## config.mk

```make
export PLATFORM = sky130hd
export DESIGN_NAME = ppu_regfile
export DESIGN_NICKNAME = d
export VERILOG_FILES = /design/src/rtl/ppu_regfile.sv
export SDC_FILE = /design/constraint.sdc
export NUM_CORES = 1
export LEC_CHECK = 0
export ABC_AREA = 1
export BUFFER_PORTS_ARGS = -buffer_cell sky130_fd_sc_hd__clkbuf_2
export CORE_ASPECT_RATIO = 0.7
export CORE_MARGIN = 2
export CORE_UTILIZATION = 42
export DETAILED_ROUTE_END_ITERATION = 12
export PLACE_DENSITY = 0.72
export SYNTH_ARGS = -nofsm -noshare
export SYNTH_HDL_FRONTEND = slang
export SYNTH_SLANG_ARGS = --single-unit
```

## constraint.sdc

```tcl
create_clock -name clk -period 5 [get_ports clk]
set_clock_uncertainty 0.2 [all_clocks]
set_input_delay 0.25 -clock clk [delete_from_list [all_inputs] [get_ports clk]]
set_output_delay 0.25 -clock clk [all_outputs]
set_load 0.01 [all_outputs]
```

## src/rtl/ppu_regfile.sv

```systemverilog
// PPU CPU-facing register file: PPUCTRL/MASK/STATUS, OAM port,
// scroll/address latches and the PPUDATA VRAM request FSM.
module ppu_regfile #(
    parameter int ADDR_W = 14,
    parameter int OAM_AW = 8
) (
    input  logic              clk,
    input  logic              reset,
    input  logic              cpu_strobe,
    input  logic              cpu_rnw,
    input  logic [2:0]        cpu_a,
    input  logic [7:0]        cpu_wdata,
    output logic [7:0]        cpu_rdata,
    input  logic              vblank_set,
    input  logic              vblank_clr,
    input  logic              sprite0_hit,
    input  logic              sprite_ovf,
    output logic              vram_req,
    output logic              vram_we,
    output logic [ADDR_W-1:0] vram_addr,
    output logic [7:0]        vram_wdata,
    input  logic              vram_ack,
    input  logic [7:0]        vram_rdata,
    output logic [OAM_AW-1:0] oam_addr,
    output logic              oam_we,
    output logic [7:0]        oam_wdata,
    input  logic [7:0]        oam_rdata,
    output logic [7:0]        ppuctrl,
    output logic [7:0]        ppumask,
    output logic [14:0]       v,
    output logic [14:0]       t,
    output logic [2:0]        fine_x,
    output logic              n_vbl,
    output logic              overrun
);

    typedef enum logic {IDLE, WAIT} state_t;

    state_t      state, state_nx;
    logic        w;
    logic        vblank;
    logic [7:0]  rd_buf;
    logic        wr, rd, data_acc, issue;
    logic [14:0] inc;

    assign wr       = cpu_strobe & ~cpu_rnw;
    assign rd       = cpu_strobe & cpu_rnw;
    assign data_acc = cpu_strobe & (cpu_a == 3'd7);
    assign issue    = data_acc & (state == IDLE);
    assign inc      = ppuctrl[2] ? 15'd32 : 15'd1;

    assign oam_wdata = cpu_wdata;
    assign n_vbl     = ~(vblank & ppuctrl[7]);

    always_ff @(posedge clk) begin
        if (reset) state <= IDLE;
        else       state <= state_nx;
    end

    always_comb begin
        state_nx = state;
        vram_req = 1'b0;
        overrun  = 1'b0;
        oam_we   = wr & (cpu_a == 3'd4);
        unique case (state)
            IDLE: begin
                if (issue) state_nx = WAIT;
            end
            WAIT: begin
                vram_req = 1'b1;
                overrun  = data_acc;
                if (vram_ack) state_nx = IDLE;
            end
            default: ;
        endcase
        if (reset) begin
            vram_req = 1'b0;
            overrun  = 1'b0;
            oam_we   = 1'b0;
        end
    end

    always_ff @(posedge clk) begin
        if (reset) begin
            ppuctrl    <= '0;
            ppumask    <= '0;
            v          <= '0;
            t          <= '0;
            fine_x     <= '0;
            w          <= 1'b0;
            vblank     <= 1'b0;
            rd_buf     <= '0;
            cpu_rdata  <= '0;
            oam_addr   <= '0;
            vram_we    <= 1'b0;
            vram_addr  <= '0;
            vram_wdata <= '0;
        end else begin
            if (wr) begin
                unique case (cpu_a)
                    3'd0: begin
                        ppuctrl   <= cpu_wdata;
                        t[11:10]  <= cpu_wdata[1:0];
                    end
                    3'd1: ppumask <= cpu_wdata;
                    3'd3: oam_addr <= OAM_AW'(cpu_wdata);
                    3'd4: oam_addr <= oam_addr + OAM_AW'(1);
                    3'd5: begin
                        if (!w) begin
                            fine_x <= cpu_wdata[2:0];
                            t[4:0] <= cpu_wdata[7:3];
                        end else begin
                            t[14:12] <= cpu_wdata[2:0];
                            t[9:5]   <= cpu_wdata[7:3];
                        end
                        w <= ~w;
                    end
                    3'd6: begin
                        if (!w) begin
                            t[14:8] <= {1'b0, cpu_wdata[5:0]};
                        end else begin
                            t <= {t[14:8], cpu_wdata};
                            v <= {t[14:8], cpu_wdata};
                        end
                        w <= ~w;
                    end
                    default: ;
                endcase
            end
            // Write-only addresses leave cpu_rdata alone (open bus)
            if (rd) begin
                unique case (cpu_a)
                    3'd2: begin
                        cpu_rdata <= {vblank & ~vblank_set, sprite0_hit,
                                      sprite_ovf, 5'b0};
                        w <= 1'b0;
                    end
                    3'd4: cpu_rdata <= oam_rdata;
                    3'd7: if (state == IDLE) cpu_rdata <= rd_buf;
                    default: ;
                endcase
            end
            if (issue) begin
                v          <= v + inc;
                vram_we    <= ~cpu_rnw;
                vram_addr  <= v[ADDR_W-1:0];
                vram_wdata <= cpu_wdata;
            end
            if (state == WAIT && vram_ack && !vram_we)
                rd_buf <= vram_rdata;
            // Status read beats a coincident set, so the flag is suppressed
            if (rd && cpu_a == 3'd2) vblank <= 1'b0;
            else if (vblank_clr)     vblank <= 1'b0;
            else if (vblank_set)     vblank <= 1'b1;
        end
    end

endmodule
```

==> summary.md, run 1 <==
| Metric | Value |
|---|---|
| Worst Path Class, Setup | primary input to flop |
| Vias in the first global route | 4071 |
| Post-synth top area share | 0.428 |
| Nets | 799 |
| Unrepaired setup endpoints after global routing | no |
| Peak Freq | 0.387 GHz |
| Seq cells post-synth | 99 |
| Post-synthesis sequential area ratio | 0.428 |
| Hold endpoint | rd_buf[0]$_SDFFE_PP0P_ |
| Cells after Synth | 641 |
| Seq. cell area | 1980 um2 |
| Arr. time, crit path | 2.67 ns |
| Worst R2R Path Depth | 10 |
| Fin. max-slew vios | 0 |
| FF-to-FF setup slack | 2.89 ns |
| CP endpoint kind | flop |
| Clock Path Buffers | 2 |
| Area of the multi-input gates | 2210 um2 |
| Synth top area cells | dfxtp_1 (43%), o21ai_0 (10%), nand2_1 (8.9%), nor2_1 (7.5%), a21oi_1 (6.8%) |
| Final Cell Area | 5630 um2 |
| H-Tree Depth | 3 |
| Crit path largest cell delay | 0.90 ns |
| Antenna viol nets, final | 0 |
| CTS tree | done |
| Most frequent cells after synthesis | nand2_1 (110), dfxtp_1 (99), o21ai_0 (95) |
| Ports | 136 |
| Worst-margin pin slew | 1.10 ns |
| Mapped Area | 4630 um2 |
| Diodes inserted | 0 |
| Final setup margin | 2.42 ns |
| HP Start | vram_rdata[0] |
| Placed cell areas | 5270 um2 |
| Cells along the critical path | clkbuf_2, inv_2, o21ai_0, nor3_1, dlygate4sd3_1 |
| DRT Pass-1 Iters | 6 |
| Final setup TNS | 0 ns |
| Total GRT Usage | 0.225 |
| FILL cells | 1081 |
| Dpl ws | 2.54 ns |
| Mean cell area of the mapped netlist | 7.23 um2 |
| Die Footprint | 11900 um2 |
| Via density | 5.19 |
| CP Data Required Time | 5.09 ns |
| Post-synthesis net count | 681 |
| Setup crit start kind | primary input |
| Die Width | 130 um |
| Slew HR | 0.269 |
| Crit-path slowest cell | inv_2 |
| Initial Utilization | 0.425 |
| Setup Fix Bufs, Post-CTS | 0 |
| DRT iter0 DRCs | 387 |
| DRT Wirelength | 13.7 mm |
| CP Max Fanout | 77 |
| Max-Cap Viols | 0 |
| Synth async-reset ratio | 0 |
| Post-DR wirelength/cell | 15.0 um |
| Clk_lat worst skew | 0.35 ns |
| Clk pin slew, worst setup/hold paths | 0.07 ns |
| Gr ovfl total | 0 |
| Drt drc | 0 |
| Row Count | 32 |
| Area leader, netlist | dfxtp_1 |
| Number of clock sinks | 99 |
| Post-CTS sizing | 0 |
| Peak VDD IR | 0.000190 V |
| Final Hold Viols | 0 |
| Fraction of layout cells with a size suffix above 1 | 0.237 |
| Num CTS Buffers | 9 |
| WHS Path Cells | 3 |
| Largest net degree at the start of global routing | 78 |
| Finish-stage setup viols | 0 |
| Worst min-delay path category | primary input to flop |
| LEAKAGE | 2.60 nW |
| Buffers added on ports | 135 |
| DIE HEIGHT | 91.9 um |
| Main synth FF type | dfxtp_1 |
| Initial antenna violation count | 0 |
| FF-to-FF Start | ppuctrl[2]$_SDFFE_PP0P_ |
| Core Footprint | 10900 um2 |
| First-pass GRT wire length | 20.9 mm |
| Synth warn | 0 |
| Core Util, Final | 0.517 |
| Top-count cell post-synth | nand2_1 |
| Overall via count from detail_route | 4755 |
| Number of flops mapped to enable cells by yosys | 0 |
| Power Density | 294 nW/um2 |
| Synth cell types | 41 |
| Routability cong. | 0.875 |
| CTS root buffer | clkbuf_16 |
| Run status | completed |
| Detailed Place HPWL | 9.78 mm |
| Reg-to-reg critical path endpoint | v[10]$_SDFFE_PP0P_ |
| Crit share post-route | 0.517 |
| Area Overhead vs Synth | 21.6% |
| Cts hold-fix bufs | 8 |
| Min cycle time layout | 2.58 ns |
## logic make-up (layout without fill, tap and decap cells)
logic type / count (synthesis) / count (layout) / share of synthesized area
buffers and inverters: 91 / 214 / 0.0951
AOI/OAI and AO/OA: 184 / 184 / 0.214
xor gates and xnor gates: 2 / 2 / 0.00378
DFF: 99 / 99 / 0.428
adders and majority gates: 4 / 4 / 0.0108
and+or+nand+nor: 261 / 261 / 0.249
## where the power goes
part	total (mW)	internal [mW]	switching, mW
combinational	0.168	0.0583	0.110
clock	0.657	0.353	0.304
sequential	0.829	0.811	0.0180
total	1.65	1.22	0.432
## worst max-delay path by stage
| stage | from | end | slack [ns] | cells past startpoint |
|---|---|---|---|---|
| 6_report | reset | vblank$_SDFFE_PP0P_ | 2.42 | 5 |
| 5_1_grt | reset | vblank$_SDFFE_PP0P_ | 2.13 | 5 |
| 4_1_cts | reset | vblank$_SDFFE_PP0P_ | 2.46 | 5 |
| 3_5_place_dp | reset | w$_SDFF_PP0_ | 2.54 | 4 |
| 3_3_place_gp | reset | w$_SDFF_PP0_ | 2.72 | 4 |
| 2_1_floorplan | v[0]$_SDFFE_PP0P_ | v[10]$_SDFFE_PP0P_ | 3.21 | 9 |
## area by class of cell
type,instances,area share
tap,153,0.0340
timing repair buffer,143,0.134
sequential,99,0.352
clock inverter,5,0.00667
inverter,55,0.0378
multi-input combinational,451,0.392
clock buffer,11,0.0431
## cell usage in the layout, fill, tap and decap left out, drive strengths merged
| cell | Yosys | layout |
|---|---|---|
| o211ai | 4 | 4 |
| a31oi | 2 | 2 |
| xor2 | 1 | 1 |
| dlygate4sd3 | 0 | 8 |
| clkinvlp | 0 | 2 |
| o221ai | 1 | 1 |
| a21oi | 66 | 66 |
| clkbuf | 12 | 146 |
| o21bai | 1 | 1 |
| a211oi | 5 | 5 |
| a22o | 2 | 2 |
| o21ai | 100 | 100 |
| inv | 53 | 54 |
| o22ai | 1 | 1 |
| nor3b | 1 | 1 |
| nand3 | 35 | 35 |
| or2 | 1 | 1 |
| nand2 | 118 | 118 |
| xnor2 | 1 | 1 |
| nor2 | 96 | 96 |
| nand4 | 5 | 5 |
| dfxtp | 99 | 99 |
| clkinv | 2 | 4 |
| nor3 | 5 | 5 |
| ha | 4 | 4 |
| a22oi | 2 | 2 |
## routing by layer
metal | part of all wire | GRT usage | vias to the layer above | wire (um)
met2 | 0.41 | 0.318 | 224 | 5670
li1 | - | - | 2357 | -
met5 | 0 | 0 | - | 0
met4 | 0.016 | 0.0582 | 0 | 226
met1 | 0.48 | 0.332 | 2155 | 6560
met3 | 0.094 | 0.0648 | 19 | 1290
## sequential cells by signal, indices dropped and copies added (netlist names)
signal and flops:
cpu_rdata 8, fine_x 3, oam_addr 8, ppuctrl 8, ppumask 8, rd_buf 8, state 1, t 15
v 15, vblank 1, vram_addr 14, vram_wdata 8, vram_we 1, w 1
## critical path, delay by kind of cell
family | cells | cell delay (ns)
AOI/OAI and AO/OA | 1 | 0.35
buffers and inverters | 3 | 1.84
and+or+nand+nor | 1 | 0.20
## through the flow
stage	power [mW]	std cells	hold slack, ns
after CTS	1.66	917	0.00412
after global routing	1.71	917	0.0236
after detailed placement	1.01	893	0.240
after global placement	1.00	893	0.237
after floorplan	0.946	641	0.129
final	1.65	917	0.00227
Power figures use the tool's default switching activity.
==> run 2, diff against run 1 <==
--- a/config.mk
+++ b/config.mk
@@ -11,7 +11,7 @@
 export CORE_MARGIN = 2
 export CORE_UTILIZATION = 42
 export DETAILED_ROUTE_END_ITERATION = 12
-export PLACE_DENSITY = 0.72
+export PLACE_DENSITY = 0.75
 export SYNTH_ARGS = -nofsm -noshare
 export SYNTH_HDL_FRONTEND = slang
 export SYNTH_SLANG_ARGS = --single-unit
==> constraint.sdc (replaced) <==
create_clock -name clk -period 2.2 [get_ports clk]
set_clock_uncertainty 0.2 [all_clocks]
set_input_delay 0.11 -clock clk [delete_from_list [all_inputs] [get_ports clk]]
set_output_delay 0.11 -clock clk [all_outputs]
set_load 0.01 [all_outputs]
==> run 2 against run 1 <==
  * Via count down 0.19%
  * Register-to-register slack worse by 2.6 ns
  * Setup slack got worse by 2.3 ns
  * Core utilization grew 2.9 points
  * Clock power grew 140%
  * Count of clock-buffer cells in the layout is 2 lower
  * Sequential power up 130%
  * Critical endpoint unchanged
  * Highest routed layer unchanged
==> summary.md, run 2 (synthesis gave the netlist of run 1 again) <==
| Metric | Value |
|---|---|
| CTS root buffer | clkbuf_16 |
| Final setup TNS | 0 ns (unchanged) |
| Reg-to-reg critical path endpoint | v[10]$_SDFFE_PP0P_ |
| Largest regs | t: 15 flops, v: 15 flops, vram_addr: 14 flops |
| Worst Path Class, Setup | primary input to flop |
| Met2 usage | 0.321 (+0.00219) |
| Core Footprint | 10900 um2 (unchanged) |
| Initial antenna violation count | 0 (unchanged) |
| Finish-stage setup viols | 0 (unchanged) |
| Fin. max-slew vios | 0 (unchanged) |
| Crit path largest cell delay | 0.57 ns (-0.33 ns) |
| HP Start | cpu_a[0] |
| Max-Cap Viols | 0 (unchanged) |
| Setup Fix Bufs, Post-CTS | 0 (unchanged) |
| Number of clock sinks | 99 (unchanged) |
| Most common cell after layout, fill and taps aside | clkbuf_2 |
| Gr ovfl total | 0 (unchanged) |
| Clk pin slew, worst setup/hold paths | 0.08 ns (about the same) |
| WHS Path Cells | 5 (+2) |
| Crit share post-route | 0.946 |
| Area Overhead vs Synth | 28.5% |
| Overall via count from detail_route | 4746 (-0.19%) |
| DRT iter0 DRCs | 341 (-12%) |
| M3 GR Usage | 0.0782 (+0.0134) |
| Num CTS Buffers | 9 (unchanged) |
| Unrepaired setup endpoints after global routing | no |
| Power Density | 652 nW/um2 (+120%) |
| Via density | 5.01 (-3.5%) |
| Drt drc | 0 (unchanged) |
| Min cycle time layout | 2.08 ns |
| FF-to-FF setup slack | 0.27 ns (-2.62 ns) |
| Placed Instances | 899 (+0.67%) |
| Most used cell, CP | dlygate4sd3_1 |
| Cells along the critical path | dlygate4sd3_1, clkbuf_2, clkinv_1, buf_6, o21ai_0, nor3_1, dlygate4sd3_1 |
| Hold endpoint | ppuctrl[2]$_SDFFE_PP0P_ |
| CP endpoint kind | flop |
| Buffers added on ports | 135 (unchanged) |
| Diodes inserted | 0 (unchanged) |
| Final Hold Viols | 0 (unchanged) |
| Most frequent cells in the layout | clkbuf_2 (135), nand2_1 (110), dfxtp_1 (99) |
| Routability cong. | 0.874 (-0.11%) |
| Clk_lat worst skew | 0.35 ns (about the same) |
| Number of cells on the critical path | 7 (+2) |
| LEAKAGE | 2.75 nW (+6.0%) |
| Grt peak-use layer | met1 |
| Row Count | 32 (unchanged) |
| Worst min-delay path category | primary input to flop |
| Clock Path Buffers | 2 (unchanged) |
| CP delay by family, top | buffers and inverters |
| DRT Wirelength | 14.0 mm (+1.8%) |
| Slew HR | 0.704 (+0.435) |
| Post-DR wirelength/cell | 14.8 um (-1.5%) |
| Run status | completed |
| Crit-path slowest cell | dlygate4sd3_1 |
| CP Max Fanout | 29 (-62%) |
| Initial Utilization | 0.425 (unchanged) |
| DIE HEIGHT | 91.9 um (unchanged) |
| WP buf/inv | 5 (+2) |
| Detailed Place HPWL | 9.72 mm (-0.60%) |
| Antenna viol nets, final | 0 (unchanged) |
| Worst R2R Path Depth | 9 (-1) |
| Die Footprint | 11900 um2 (unchanged) |
| CP Data Required Time | 2.28 ns (-2.81 ns) |
| Setup crit start kind | primary input |
| Met1 usage | 0.353 (+0.0208) |
| Worst-margin pin slew | 0.439 ns (-0.657 ns) |
| Final cell count without fillers | 948 (+3.4%) |
| Largest net degree at the start of global routing | 49 (-37%) |
| Peak Freq | 0.480 GHz |
| Total GRT Usage | 0.234 (+0.00984) |
| CTS tree | done |
| DRT Pass-1 Iters | 5 (-1) |
| Nets | 830 (+3.9%) |
| Arr. time, crit path | 2.17 ns (-0.50 ns) |
| Vias in the first global route | 4221 (+3.7%) |
| Fraction of layout cells with a size suffix above 1 | 0.236 (-0.000433) |
| First-pass GRT wire length | 21.9 mm (+4.7%) |
| Peak VDD IR | 0.000368 V (+94%) |
| FF-to-FF Start | v[0]$_SDFFE_PP0P_ |
| Die Width | 130 um (unchanged) |
| H-Tree Depth | 3 (unchanged) |
| Ports | 136 (unchanged) |
-- run 2: cell types whose count changed in the layout (fill, tap and decap cells not counted), sizes merged --
cell	change
clkbuf	-2
clkinv	+2
inv	+2
dlygate4sd3	+25
clkinvlp	-2
buf	+6
-- run 2: cell type report --
cell class	count	area, um2
Fill cell	1071	4940
Inverter	55	213
Clock inverter	7	71.3
Clock buffer	9	225
Multi-Input combinational cell	451	2210
Sequential cell	99	1980
Timing Repair Buffer	174	1050
Tap cell	153	191
-- run 2: how the worst max path moves through the flow --
stage	end	slack, ns	startpoint
global placement	v[10]$_SDFFE_PP0P_	0.31	ppuctrl[2]$_SDFFE_PP0P_
detailed placement	v[10]$_SDFFE_PP0P_	0.23	ppuctrl[2]$_SDFFE_PP0P_
global route	state$_SDFF_PP0_	0.02	reset
finish	vblank$_SDFFE_PP0P_	0.12	reset
floorplan	v[10]$_SDFFE_PP0P_	0.41	v[0]$_SDFFE_PP0P_
CTS	vblank$_SDFFE_PP0P_	0.11	reset
-- run 2: what timing repair did --
action                                  4_1_cts  5_1_grt
resized for setup                             0        2
endpoints found under the setup margin        0        2
hold buffers                                 33        0
hold endpoints to repair                     34        0
-- run 2: worst min-delay path: stages --
cell      delay (ns)
clkbuf_2        0.13
nor2_1          0.08
nand2_1         0.08
nor2_1          0.07
a21oi_1         0.13
-- run 2: power breakdown --
part	switching (mW)	internal, mW	leakage [nW]
clock network	0.768	0.802	0.146
registers	0.0390	1.84	0.802
logic	0.260	0.168	1.80
-- run 2: routing by layer --
| layer | wire (um) | vias up | part of all wire |
|---|---|---|---|
| li1 | - | 2420 | - |
| met2 | 5590 | 185 | 0.40 |
| met4 | 180 | 0 | 0.013 |
| met1 | 6880 | 2125 | 0.49 |
| met3 | 1330 | 16 | 0.095 |
| met5 | 0 | - | 0 |
-- run 2: metrics by stage --
stage	hold WS, ns	setup slack, ns	total power, mW	utilization	cell area [um2]
2_1_floorplan	-0.0107	0.405	2.15	-	4630
3_3_place_gp	0.0848	0.306	2.29	0.488	5320
3_5_place_dp	0.0879	0.234	2.30	0.488	5320
4_1_cts	0.0874	0.108	3.90	0.546	5940
5_1_grt	0.113	0.0242	4.03	0.546	5950
6_report	0.0856	0.118	3.88	0.546	5950
==> run 3, diff against run 2 <==
==> config.mk (replaced) <==
export PLATFORM = sky130hd
export DESIGN_NAME = ppu_regfile
export DESIGN_NICKNAME = d
export VERILOG_FILES = /design/src/rtl/ppu_regfile.sv
export SDC_FILE = /design/constraint.sdc
export NUM_CORES = 1
export LEC_CHECK = 0
export ABC_AREA = 1
export CELL_PAD_IN_SITES_DETAIL_PLACEMENT = 1
export CELL_PAD_IN_SITES_GLOBAL_PLACEMENT = 2
export CORE_ASPECT_RATIO = 0.7
export CORE_MARGIN = 2
export CORE_UTILIZATION = 31
export DETAILED_ROUTE_END_ITERATION = 12
export DONT_BUFFER_PORTS = 1
export PLACE_DENSITY = 0.8
export SYNTH_ARGS = -nofsm -noshare
export SYNTH_HDL_FRONTEND = slang
export SYNTH_SLANG_ARGS = --single-unit
==> run 3 against run 2 <==
  * Fmax shrank 1.7%
  * Sequential power is essentially flat
  * Combinational power shrank 20%
  * Count of clock-buffer cells in the layout grew 1
  * Critical path depth is the same
  * Setup slack lost 0.037 ns
  * Sequential cell count is the same
  * Design area shrank 6.8%
  * Register-to-register slack lost 0.11 ns
  * Critical path type unchanged
  * Non-clock buffer count shrank 122
==> summary.md, run 3 (synthesis gave the netlist of run 1 again) <==
| Metric | Value |
|---|---|
| Grt peak-use layer | met2 |
| Fraction of layout cells with a size suffix above 1 | 0.0862 (-0.150) |
| Clk_lat worst skew | 0.35 ns (about the same) |
| H-Tree Depth | 3 (unchanged) |
| Most frequent cells in the layout | nand2_1 (110), dfxtp_1 (99), o21ai_0 (95) |
| M3 GR Usage | 0.0742 (-0.00393) |
| Ports | 136 (unchanged) |
| Switching part of the total | 0.254 (-0.0210) |
| Die Footprint | 16000 um2 (+34%) |
| Clk pin slew, worst setup/hold paths | 0.07 ns (about the same) |
| LEAKAGE | 2.24 nW (-19%) |
| Setup crit start kind | primary input |
| Largest net degree at the start of global routing | 48 (-2.0%) |
| Most common cell after layout, fill and taps aside | nand2_1 |
| Nets | 708 (-15%) |
| CP Max Fanout | 12 (-59%) |
| Final setup margin | 0.0816 ns (-0.0367 ns) |
| Post-DR wirelength/cell | 19.1 um (+30%) |
| Crit share post-route | 0.963 (+0.0167) |
| Drt drc | 0 (unchanged) |
| Antenna viol nets, final | 0 (unchanged) |
| Arr. time, crit path | 2.22 ns (+0.05 ns) |
| Area Overhead vs Synth | 19.7% |
| Total GRT Usage | 0.211 (-0.0231) |
| Run status | completed |
| CTS root buffer | clkbuf_16 |
| Fin. max-slew vios | 0 (unchanged) |
| Net Sw Power | 1.03 mW (-3.9%) |
| Finish-stage setup viols | 0 (unchanged) |
| First-pass GRT wire length | 25.7 mm (+17%) |
| Worst Path Class, Setup | primary input to flop |
| CTS tree | done |
| Vias in the first global route | 4616 (+9.4%) |
| Overall via count from detail_route | 4474 (-5.7%) |
| Num CTS Buffers | 9 (unchanged) |
| Worst min-delay path category | primary input to flop |
| Detailed Place HPWL | 11.6 mm (+20%) |
| Power Density | 728 nW/um2 (+12%) |
| DRT Wirelength | 16.7 mm (+19%) |
| Final Hold Viols | 0 (unchanged) |
| Final setup TNS | 0 ns (unchanged) |
| Flop pwr share | 0.473 (-0.012) |
| Unrepaired setup endpoints after global routing | yes |
| DIE HEIGHT | 106 um (+16%) |
| Largest regs | t: 15 flops, v: 15 flops, vram_addr: 14 flops |
| Met2 usage | 0.319 (-0.00131) |
| Slew HR | 0.704 (about the same) |
| Max-Cap Viols | 0 (unchanged) |
| Peak VDD IR | 0.000276 V (-25%) |
| Dpl ws | 0.243 ns (+0.00894 ns) |
| Initial antenna violation count | 3 (+3) |
| Via density | 5.14 (+2.6%) |
| Number of clock sinks | 99 (unchanged) |
| Min cycle time layout | 2.12 ns (+0.0367 ns) |
| FF-to-FF setup slack | 0.16 ns (-0.11 ns) |
| Die Width | 150 um (+16%) |
| Peak Freq | 0.472 GHz (-1.7%) |
| Buffers added on ports | 0 (-100%) |
| CP Data Required Time | 2.30 ns (+0.02 ns) |
| CP endpoint kind | flop |
| Clock power frac | 0.441 (+0.036) |
| Final Total Pwr | 4.04 mW (+4.1%) |
| Routability cong. | 0.820 (-6.2%) |
| Clock Path Buffers | 2 (unchanged) |
| Internal power | 3.01 mW (+7.1%) |
| DRT iter0 DRCs | 216 (-37%) |
| Core Footprint | 14600 um2 (+34%) |
| Row Count | 37 (+16%) |
| Logic pwr share | 0.085 (-0.025) |
| Gr ovfl total | 0 (unchanged) |
| Final Cell Area | 5540 um2 (-6.8%) |
| Worst-margin pin slew | 0.440 ns (+0.000897 ns) |
| DRT Pass-1 Iters | 4 (-1) |
| Met1 usage | 0.283 (-0.0698) |
| Initial Utilization | 0.317 (-0.109) |
| Placed cell areas | 4730 um2 (-11%) |
==> run 3: changes by cell type in the layout (fill, tap and decap cells not counted), sizes merged <==
| cell | delta |
|---|---|
| bufinv | +2 |
| dlygate4sd3 | +9 |
| clkinv | -2 |
| clkbuf | -134 |
| inv | -1 |
| buf | +4 |
| diode | +3 |
==> run 3: through the flow <==
stage,cells,hold WS [ns],util
after detailed placement,809,-0.0161,0.323
after global routing,870,0.0200,0.379
after global placement,809,-0.0178,0.323
after floorplan,641,-0.0107,-
after CTS,868,0.00205,0.376
final,871,0.000482,0.379
==> run 3: final timing paths <==
kind                               start                  endpoint  cells after the start
setup reg to reg        state$_SDFF_PP0_    rd_buf[4]$_SDFFE_PP0P_                      6
hold / removal                   cpu_rnw       vblank$_SDFFE_PP0P_                      3
hold reg to reg   rd_buf[2]$_SDFFE_PP0P_    rd_buf[2]$_SDFFE_PP0P_                      2
setup / recovery                cpu_a[0]  oam_addr[3]$_SDFFE_PP0P_                      7
==> run 3: repair_timing <==
| action | in CTS | in global routing |
|---|---|---|
| setup endpoints to repair | 0 | 23 |
| buffers inserted | 0 | 0 |
| resized for setup | 0 | 8 |
| endpoints found under the hold margin | 83 | 0 |
| hold buffers | 43 | 0 |
==> run 3: critical path, stage by stage <==
cell and delay, ns:
dlygate4sd3_1 0.60, nor2_1 0.18, nand2_2 0.21, o21ai_4 0.29, o211ai_1 0.13, a21oi_1 0.14, dlygate4sd3_1 0.56
==> run 3: per-layer routing <==
layer,vias up,routed length [um]
met2,146,7270
met1,2138,7750
li1,2170,-
met4,0,235
met5,-,0
met3,20,1410
==> run 3: final cells by class <==
type,instances,area [um2]
well taps,195,244
inverters,55,218
repair buffers,52,524
multi-input cells,451,2230
clock inverters,6,97.6
flip-flops and latches,99,1980
diodes,3,7.51
fillers,1821,9080
clock buffers,10,239
==> run 3: power by group through the flow <==
stage	registers [mW]	clock network, mW	logic (mW)
floorplan	1.93	0	0.217
global placement	1.95	0	0.244
detailed placement	1.95	0	0.255
CTS	1.91	1.85	0.340
global route	1.92	1.90	0.383
finish	1.91	1.78	0.344
